**src/rtl/line_tracker_ctrl.sv**
```systemverilog
// line_tracker_ctrl: line-following decision block for the car.
// Takes N active-low IR track sensors, synchronises and filters them, then an
// FSM produces the 2-bit motion command (00 stop, 01 right, 10 left, 11 straight)
// with lost-line search, timeout to HALT and last-turn memory.
// Optional feature macro: LINE_TRACKER_DEBOUNCE_EN (defined = per-bit debounce
// filter built; undefined = filter bypassed, DEBOUNCE ignored).
// Ports:
//   clk        system clock
//   reset_n    asynchronous active-low reset
//   track      raw sensor bits, 0 = line under sensor, [N-1] is leftmost
//   start_move run enable, low forces IDLE
//   state      motion command (registered)
//   pre_state  last turn direction taken, 01 or 10 (registered)
//   lost       high only in HALT (registered)
//   line_mask  filtered line-present mask, 1 = line (registered)
module line_tracker_ctrl #(
    parameter int unsigned N_SENSORS    = 3,
    parameter int unsigned DEBOUNCE     = 4,
    parameter int unsigned LOST_TIMEOUT = 1000
) (
    input  logic                 clk,
    input  logic                 reset_n,
    input  logic [N_SENSORS-1:0] track,
    input  logic                 start_move,
    output logic [1:0]           state,
    output logic [1:0]           pre_state,
    output logic                 lost,
    output logic [N_SENSORS-1:0] line_mask
);

    localparam int unsigned CENTER = (N_SENSORS - 1) / 2;
    localparam int unsigned LC_W   = $clog2(LOST_TIMEOUT + 1);
    localparam int unsigned SC_W   = 3;

    localparam logic [1:0] MOT_STOP  = 2'b00;
    localparam logic [1:0] MOT_RIGHT = 2'b01;
    localparam logic [1:0] MOT_LEFT  = 2'b10;
    localparam logic [1:0] MOT_STR   = 2'b11;

    localparam logic [2:0] S_IDLE     = 3'd0;
    localparam logic [2:0] S_STRAIGHT = 3'd1;
    localparam logic [2:0] S_LEFT     = 3'd2;
    localparam logic [2:0] S_RIGHT    = 3'd3;
    localparam logic [2:0] S_SEARCH   = 3'd4;
    localparam logic [2:0] S_HALT     = 3'd5;

    // Elaboration-time parameter range checks
    if ((N_SENSORS % 2) == 0 || N_SENSORS < 3 || N_SENSORS > 7) begin : g_bad_n
        $error("line_tracker_ctrl: N_SENSORS must be odd, 3..7");
    end
    if (DEBOUNCE < 1 || DEBOUNCE > 255) begin : g_bad_db
        $error("line_tracker_ctrl: DEBOUNCE must be 1..255");
    end
    if (LOST_TIMEOUT < 1) begin : g_bad_to
        $error("line_tracker_ctrl: LOST_TIMEOUT must be >= 1");
    end

    // Two-flop synchronisers; sensors are inverted first so 1 = line everywhere downstream
    logic [N_SENSORS-1:0] line_s1_q, line_s2_q;
    logic                 start_s1_q, start_s2_q;
    logic [N_SENSORS-1:0] mask_c;

    always_ff @(posedge clk or negedge reset_n) begin
        if (!reset_n) begin
            line_s1_q  <= '0;
            line_s2_q  <= '0;
            start_s1_q <= 1'b0;
            start_s2_q <= 1'b0;
        end else begin
            line_s1_q  <= ~track;
            line_s2_q  <= line_s1_q;
            start_s1_q <= start_move;
            start_s2_q <= start_s1_q;
        end
    end

`ifdef LINE_TRACKER_DEBOUNCE_EN
    localparam int unsigned DB_W = (DEBOUNCE > 1) ? $clog2(DEBOUNCE) : 1;

    // filt_q is held in line polarity (1 = line), so it drives line_mask directly
    logic [N_SENSORS-1:0] filt_q, filt_d;
    logic [DB_W-1:0]      db_cnt_q [N_SENSORS];
    logic [DB_W-1:0]      db_cnt_d [N_SENSORS];

    // Per-bit debounce: flip only after DEBOUNCE consecutive differing samples
    always_comb begin
        filt_d = filt_q;
        for (int unsigned i = 0; i < N_SENSORS; i++) begin
            db_cnt_d[i] = '0;
            if (line_s2_q[i] != filt_q[i]) begin
                if (db_cnt_q[i] == DB_W'(DEBOUNCE - 1)) begin
                    filt_d[i] = line_s2_q[i];
                end else begin
                    db_cnt_d[i] = db_cnt_q[i] + DB_W'(1);
                end
            end
        end
    end

    always_ff @(posedge clk or negedge reset_n) begin
        if (!reset_n) begin
            filt_q <= '0;
            for (int unsigned i = 0; i < N_SENSORS; i++) begin
                db_cnt_q[i] <= '0;
            end
        end else begin
            filt_q <= filt_d;
            for (int unsigned i = 0; i < N_SENSORS; i++) begin
                db_cnt_q[i] <= db_cnt_d[i];
            end
        end
    end

    assign mask_c = filt_q;
`else
    assign mask_c = line_s2_q;
`endif

    assign line_mask = mask_c;

    logic [2:0]      fsm_q, fsm_d;
    logic [LC_W-1:0] lost_cnt_q, lost_cnt_d;
    logic [1:0]      state_q, state_d;
    logic [1:0]      pre_state_q, pre_state_d;
    logic            lost_q, lost_d;
    logic [SC_W-1:0] l_cnt, r_cnt;
    logic [2:0]      cls_c;
    logic            none_c, only_center_c;

    // Side populations and straight-line classification of the filtered mask
    always_comb begin
        l_cnt = '0;
        r_cnt = '0;
        for (int unsigned i = 0; i < N_SENSORS; i++) begin
            if (mask_c[i] && i > CENTER) l_cnt = l_cnt + SC_W'(1);
            if (mask_c[i] && i < CENTER) r_cnt = r_cnt + SC_W'(1);
        end
        none_c        = (mask_c == '0);
        only_center_c = (mask_c == (N_SENSORS'(1) << CENTER));
        // Balanced masks (including the all-ones junction) count as centred
        if (none_c)             cls_c = S_SEARCH;
        else if (l_cnt > r_cnt) cls_c = S_LEFT;
        else if (r_cnt > l_cnt) cls_c = S_RIGHT;
        else                    cls_c = S_STRAIGHT;
    end

    // Next-state and registered-output decode
    always_comb begin
        fsm_d       = fsm_q;
        lost_cnt_d  = '0;
        state_d     = MOT_STOP;
        pre_state_d = pre_state_q;
        lost_d      = 1'b0;

        case (fsm_q)
            S_IDLE:     if (start_s2_q) fsm_d = S_STRAIGHT;
            S_STRAIGHT: fsm_d = cls_c;
            S_LEFT: begin
                if (none_c)              fsm_d = S_SEARCH;
                else if (r_cnt > l_cnt)  fsm_d = S_RIGHT;
                else if (only_center_c)  fsm_d = S_STRAIGHT;
            end
            S_RIGHT: begin
                if (none_c)              fsm_d = S_SEARCH;
                else if (l_cnt > r_cnt)  fsm_d = S_LEFT;
                else if (only_center_c)  fsm_d = S_STRAIGHT;
            end
            S_SEARCH: begin
                if (!none_c) begin
                    fsm_d = cls_c;
                end else if (lost_cnt_q == LC_W'(LOST_TIMEOUT - 1)) begin
                    fsm_d = S_HALT;
                end else begin
                    lost_cnt_d = (&lost_cnt_q) ? lost_cnt_q : lost_cnt_q + LC_W'(1);
                end
            end
            S_HALT:     fsm_d = S_HALT;
            default:    fsm_d = S_IDLE;
        endcase

        if (!start_s2_q) begin
            fsm_d      = S_IDLE;
            lost_cnt_d = '0;
        end

        if (fsm_d == S_LEFT && fsm_q != S_LEFT)   pre_state_d = MOT_LEFT;
        if (fsm_d == S_RIGHT && fsm_q != S_RIGHT) pre_state_d = MOT_RIGHT;

        case (fsm_d)
            S_STRAIGHT: state_d = MOT_STR;
            S_LEFT:     state_d = MOT_LEFT;
            S_RIGHT:    state_d = MOT_RIGHT;
            S_SEARCH:   state_d = pre_state_q;
            default:    state_d = MOT_STOP;
        endcase

        lost_d = (fsm_d == S_HALT);
    end

    always_ff @(posedge clk or negedge reset_n) begin
        if (!reset_n) begin
            fsm_q       <= S_IDLE;
            lost_cnt_q  <= '0;
            state_q     <= MOT_STOP;
            pre_state_q <= MOT_LEFT;
            lost_q      <= 1'b0;
        end else begin
            fsm_q       <= fsm_d;
            lost_cnt_q  <= lost_cnt_d;
            state_q     <= state_d;
            pre_state_q <= pre_state_d;
            lost_q      <= lost_d;
        end
    end

    assign state     = state_q;
    assign pre_state = pre_state_q;
    assign lost      = lost_q;

endmodule

```
**config.mk**
```make
export PLATFORM = sky130hd
export DESIGN_NAME = line_tracker_ctrl
export DESIGN_NICKNAME = d
export VERILOG_FILES = /design/src/rtl/line_tracker_ctrl.sv
export SDC_FILE = /design/constraint.sdc
export NUM_CORES = 1
export LEC_CHECK = 0
export BUFFER_PORTS_ARGS = -buffer_cell sky130_fd_sc_hd__buf_2
export CORE_ASPECT_RATIO = 0.7
export CORE_MARGIN = 5
export CORE_UTILIZATION = 55
export DETAILED_ROUTE_END_ITERATION = 16
export PLACE_DENSITY = 0.81
export SYNTH_ARGS = -nofsm -noshare
export SYNTH_HDL_FRONTEND = slang
export SYNTH_SLANG_ARGS = --single-unit
```
**constraint.sdc**
```tcl
create_clock -name clk -period 2.6 [get_ports clk]
set_clock_uncertainty 0.05 [all_clocks]
set_input_delay 0.52 -clock clk [delete_from_list [all_inputs] [get_ports clk]]
set_output_delay 0.52 -clock clk [all_outputs]
set_load 0.01 [all_outputs]
```
==> out/qor.csv, run 1 <==
metric,value,unit
outcome,completed,
die_y,51.2,um
setup_ws,0.237,ns
synth_area,1340,um^2
gp_congestion,0.821,
ys_seq_area_share,48.8,%
die_width,68.9,um
layout_commonest_cell,dfrtp_1,
fin_tns_setup,0,ns
grt_pass1_wl,4020,um
endpoint_kind,flip-flop,
critPathKind,flip-flop to flip-flop,
cts.clk_slew.worst_paths,0.13,ns
grt_pass1_vias,873,
slew_viol_final,0,
ioPinCount,14,
place.port_buffers,13,
grt_setup_unrepaired,no,
fillers,185,
start_util,60.0,%
num_antenna_cells,0,
reg2regPathDepth,7,
r2r_slack,0.24,ns
post-route-period-util,90.9,%
wl_per_cell,13.2,um
hold_ws,0.122,ns
grt-ovfl-total,0,
hold_buffers,0,
htreeDepth,1,
worstPathRequired,2.79,ns
critPathArrivalTime,2.55,ns
relSlewSlack,62.7,%
die_area,3530,um^2
drive_above_1_share,17.9,%
fmax,423,MHz
wirelength,2270,um
synth_edf_count,0,
drt_iter0_markers,50,
cts_buffer_depth,2,
yosys.area.top_type_share,46.9,%
core_region_area,2220,um^2
r2r-end,pre_state[0]$_DFFE_PN0P_,
clock-sinks,26,
critPathMaxFanout,8,
worstMarginPinSlew,0.560,ns
clk_latency,0.32,ns
hold_viol,0,
synth-seq-cells,26,
drc,0,
vias_per_cell,5.40,
synth_flop_cell,dfrtp_1,
ys_warn_count,0,
maxCapViolCount,0,
ir_drop,0.000360,V
setup_viol,0,
post_cts_buffers,0,
fin_nets,150,
syn_avg_cell_area,10.6,um^2
cts_root_buf,clkbuf_4,
start_kind,flip-flop,
antenna_found_initial,0,
cts_tree,yes,
detail-route-antenna-nets,0,
area_growth,8.44,%
route.vias.total,928,
numCtsBuffers,3,
pre_cts_slack,0.259,ns
dr.pass1.iters,4,
row_count,14,
netlist_instances,126,
dp_hpwl,1720,um
final_cell_mix,"25 x dfrtp_1, 13 x nor2_1, 13 x buf_2",
yosys.area.top_type,dfrtp_1,
synthArstFlopShare,100,%
power.leakage,0.650,nW
grt_max_degree,27,
hold_path_class,primary input to asynchronous set/reset pin,
synth_area_leaders,"dfrtp_1 47%, nor2_1 3.7%, ha_1 2.8%",
post-route-util,65.1,%
gr-usage-all-layers,15.1,%
fin_crit,2.36,ns
rr_startpoint,line_mask[0]$_DFF_PN0_,
cts_resized,0,
synth.distinct_cells,45,
syn_nets,135,
p_per_area,532,nW/um^2
power,0.770,mW
-- logic make-up after synthesis --
family | share of synthesized area (%)
simple gates | 23.5
flops | 48.8
compound gates | 14.0
buf+inv | 3.94
xor+xnor | 3.94
fa+ha+maj | 4.31
mux | 1.50
-- sequential cells by signal, indices dropped and copies added, names as in the netlist --
name,count
start_s2_q,1
lost,1
line_mask,3
line_s1_q,3
fsm_q,3
state,2
start_s1_q,1
pre_state,2
lost_cnt_q,10
-- through the flow --
step / instance area, um^2 / std cells
finish: 1450 / 172
global route: 1450 / 172
CTS: 1450 / 172
detailed placement: 1420 / 168
global placement: 1420 / 168
floorplan: 1340 / 126
-- metal layers --
metal / GRT usage, % / up-vias / wire, um
li1: - / 468 / -
met1: 23.0 / 435 / 1200
met2: 20.6 / 21 / 930
met3: 4.39 / 4 / 114
met4: 4.53 / 0 / 27
met5: 0 / - / 0
-- power by group --
part,switching [mW],internal [mW]
registers,0.0298,0.435
logic,0.0744,0.0597
clock network,0.111,0.0600
total,0.216,0.555
-- how the worst max path moves through the flow --
stage,slack [ns],start,to,cells past startpoint
finish,0.24,line_mask[0]$_DFF_PN0_,pre_state[0]$_DFFE_PN0P_,7
global route,0.03,line_mask[0]$_DFF_PN0_,pre_state[0]$_DFFE_PN0P_,7
CTS,0.23,line_mask[0]$_DFF_PN0_,pre_state[0]$_DFFE_PN0P_,7
detailed placement,0.26,line_mask[0]$_DFF_PN0_,pre_state[0]$_DFFE_PN0P_,7
global placement,0.40,line_mask[0]$_DFF_PN0_,pre_state[0]$_DFFE_PN0P_,7
floorplan,0.42,line_mask[0]$_DFF_PN0_,pre_state[0]$_DFFE_PN0P_,8
-- cells in the mapped netlist (all sizes together), types with 3 or more instances --
master	count
inv	9
a31oi	3
nor3	3
ha	3
or2	3
and3	3
nand2	9
a21oi	4
dfrtp	25
nand3	6
xnor2	4
nand2b	3
nor2	13
-- critical path, stage by stage, from the launching register on --
cell and delay, ns:
dfrtp_1 0.50, inv_1 0.08, ha_1 0.34, or3b_2 0.47, a21oi_1 0.31, or2_1 0.23, a31oi_1 0.10, a211oi_1 0.21
-- area by class of cell --
cell class                      instances  area, um^2  share of cell area, %
Sequential cell                        26         652                   45.0
Multi-Input combinational cell         88         631                   43.6
Timing Repair Buffer                   13        65.1                   4.49
Tap cell                               32        40.0                   2.77
Inverter                                9        33.8                   2.33
Clock buffer                            4        26.3                   1.82
(Power assumes the default switching activity.)
==> inputs of run 2 (changes only) <==
--- a/config.mk
+++ b/config.mk
@@ -8,7 +8,9 @@
 export BUFFER_PORTS_ARGS = -buffer_cell sky130_fd_sc_hd__buf_2
+export CELL_PAD_IN_SITES_DETAIL_PLACEMENT = 1
+export CELL_PAD_IN_SITES_GLOBAL_PLACEMENT = 2
 export CORE_ASPECT_RATIO = 0.7
 export CORE_MARGIN = 5
-export CORE_UTILIZATION = 55
+export CORE_UTILIZATION = 37
 export DETAILED_ROUTE_END_ITERATION = 16
-export PLACE_DENSITY = 0.81
+export PLACE_DENSITY = 0.83
 export SYNTH_ARGS = -nofsm -noshare
--- a/constraint.sdc
+++ b/constraint.sdc
@@ -4,2 +4,2 @@
 set_output_delay 0.52 -clock clk [all_outputs]
-set_load 0.01 [all_outputs]
+set_load 0.005 [all_outputs]
==> run 2 against run 1 <==
Flip-flop and latch count unchanged. Final cell count up 10%. Power up 21%. Core utilization down 22 points. Non-clock buffer count unchanged. Critical path type unchanged.
==> out/qor.csv, run 2 (synthesis results as in run 1) <==
metric,value,unit
outcome,completed,
fillers,398,
gr-usage-all-layers,14.4,%
critPathArrivalTime,2.46,ns
route.vias.total,980,
maxCapViolCount,0,
slew_viol_final,0,
grt_setup_unrepaired,no,
place_area,1440,um^2
relSlewSlack,61.2,%
worstMarginPinSlew,0.582,ns
hold_viol,0,
gp_congestion,0.753,
num_antenna_cells,0,
post-route-period-util,89.9,%
start_kind,flip-flop,
grt-ovfl-total,0,
drt_iter0_markers,64,
max_stage_delay,0.46,ns
wirelength,3020,um
ir_drop,0.000438,V
setup_ws,0.264,ns
cpMaxStageDelayCell,dfrtp_2,
largest_reg_flops,10,
core_region_area,3490,um^2
dp_hpwl,2290,um
grt_pass1_wl,5300,um
fin_crit,2.34,ns
post-route-util,43.4,%
vias_per_cell,5.16,
pre_cts_slack,0.249,ns
detail-route-antenna-nets,0,
final_cell_mix,"24 x dfrtp_1, 13 x nor2_1, 13 x buf_2",
fin_tns_setup,0,ns
fin_nets,150,
cts_tree,yes,
worstPathRequired,2.72,ns
hold_path_class,primary input to asynchronous set/reset pin,
ioPinCount,14,
row_count,18,
design_area,1520,um^2
dr.pass1.iters,3,
grt_max_degree,27,
post_cts_buffers,0,
max_flop_register,lost_cnt_q,
endpoint_kind,flip-flop,
critPathMaxFanout,8,
numCtsBuffers,3,
power.leakage,0.669,nW
clock-sinks,26,
die_width,81.8,um
wl_per_cell,15.9,um
cts_buffer_depth,2,
critPathKind,flip-flop to flip-flop,
die_y,60.3,um
p_per_area,616,nW/um^2
clk_latency,0.27,ns
htreeDepth,1,
hold_buffers,0,
cts_root_buf,clkbuf_8,
setup_viol,0,
drive_above_1_share,19.3,%
layout_commonest_cell,dfrtp_1,
place.port_buffers,13,
power,0.935,mW
start_util,38.2,%
drc,0,
die_area,4930,um^2
grt_pass1_vias,1022,
cts.clk_slew.worst_paths,0.09,ns
antenna_found_initial,0,
area_growth,13.6,%
fmax,428,MHz
cp_cell_sequence,inv_1 > ha_1 > or3b_2 > a21oi_1 > or2_1 > a31oi_1 > a211oi_1,
## run 2: cell count changes in the layout (fill, tap and decap cells not counted)
cell       previous run  this run
bufinv_16             0         1
clkbuf_1              1         0
clkbuf_4              3         0
clkbuf_8              0         3
dfrtp_1              25        24
dfrtp_2               0         1
## run 2: final timing paths
path                                        startpoint                        to  slack [ns]  depth (start not counted)
worst max-delay path            line_mask[0]$_DFF_PN0_  pre_state[0]$_DFFE_PN0P_        0.26                          7
worst min-delay path                           reset_n        fsm_q[1]$_DFF_PN0_        0.18                          1
worst max register to register  line_mask[0]$_DFF_PN0_  pre_state[0]$_DFFE_PN0P_        0.26                          7
worst min register to register  line_s1_q[1]$_DFF_PN0_    line_mask[1]$_DFF_PN0_        0.31                          0
max in group asynchronous                      reset_n    line_mask[0]$_DFF_PN0_        1.90                          1
min in group clk                            start_move      start_s1_q$_DFF_PN0_        0.30                          1
## run 2: cell type report
cell class                      count  area, um^2  share of cell area (%)
Inverter                            9        33.8                    2.23
Clock buffer                        3        41.3                    2.72
Multi-Input combinational cell     88         631                    41.6
Clock inverter                      1        30.0                    1.98
Sequential cell                    26         653                    43.1
Timing Repair Buffer               13        65.1                    4.29
Tap cell                           50        62.6                    4.13
## run 2: per-stage QoR
step,instances,hold slack (ns)
floorplan,126,0.174
global placement,186,0.284
detailed placement,186,0.289
CTS,190,0.195
global route,190,0.229
finish,190,0.185
## run 2: routing by layer
metal,global-route usage (%),wire (um),vias to the layer above
li1,-,-,467
met1,20.5,1530,498
met2,21.3,1350,11
met3,3.77,102,4
met4,4.27,34,0
met5,0,0,-
## run 2: what timing repair did
action | 4_1_cts | 5_1_grt
setup endpoints to repair | 0 | 1
resized for setup | 0 | 1
endpoints found under the hold margin | 0 | 0
## run 2: worst max-delay path: cells and delay by family, from the launching register on
kind / cells / cell delay [ns]
adders and majority gates: 1 / 0.35
buffers and inverters: 1 / 0.08
DFF: 1 / 0.46
and+or+nand+nor: 2 / 0.67
AOI/OAI and AO/OA: 3 / 0.64
## run 2: power by group
| group | switching [mW] | leakage, nW | internal (mW) |
|---|---|---|---|
| registers | 0.0345 | 0.332 | 0.435 |
| clock network | 0.128 | 0.0357 | 0.206 |
| logic | 0.0715 | 0.302 | 0.0594 |
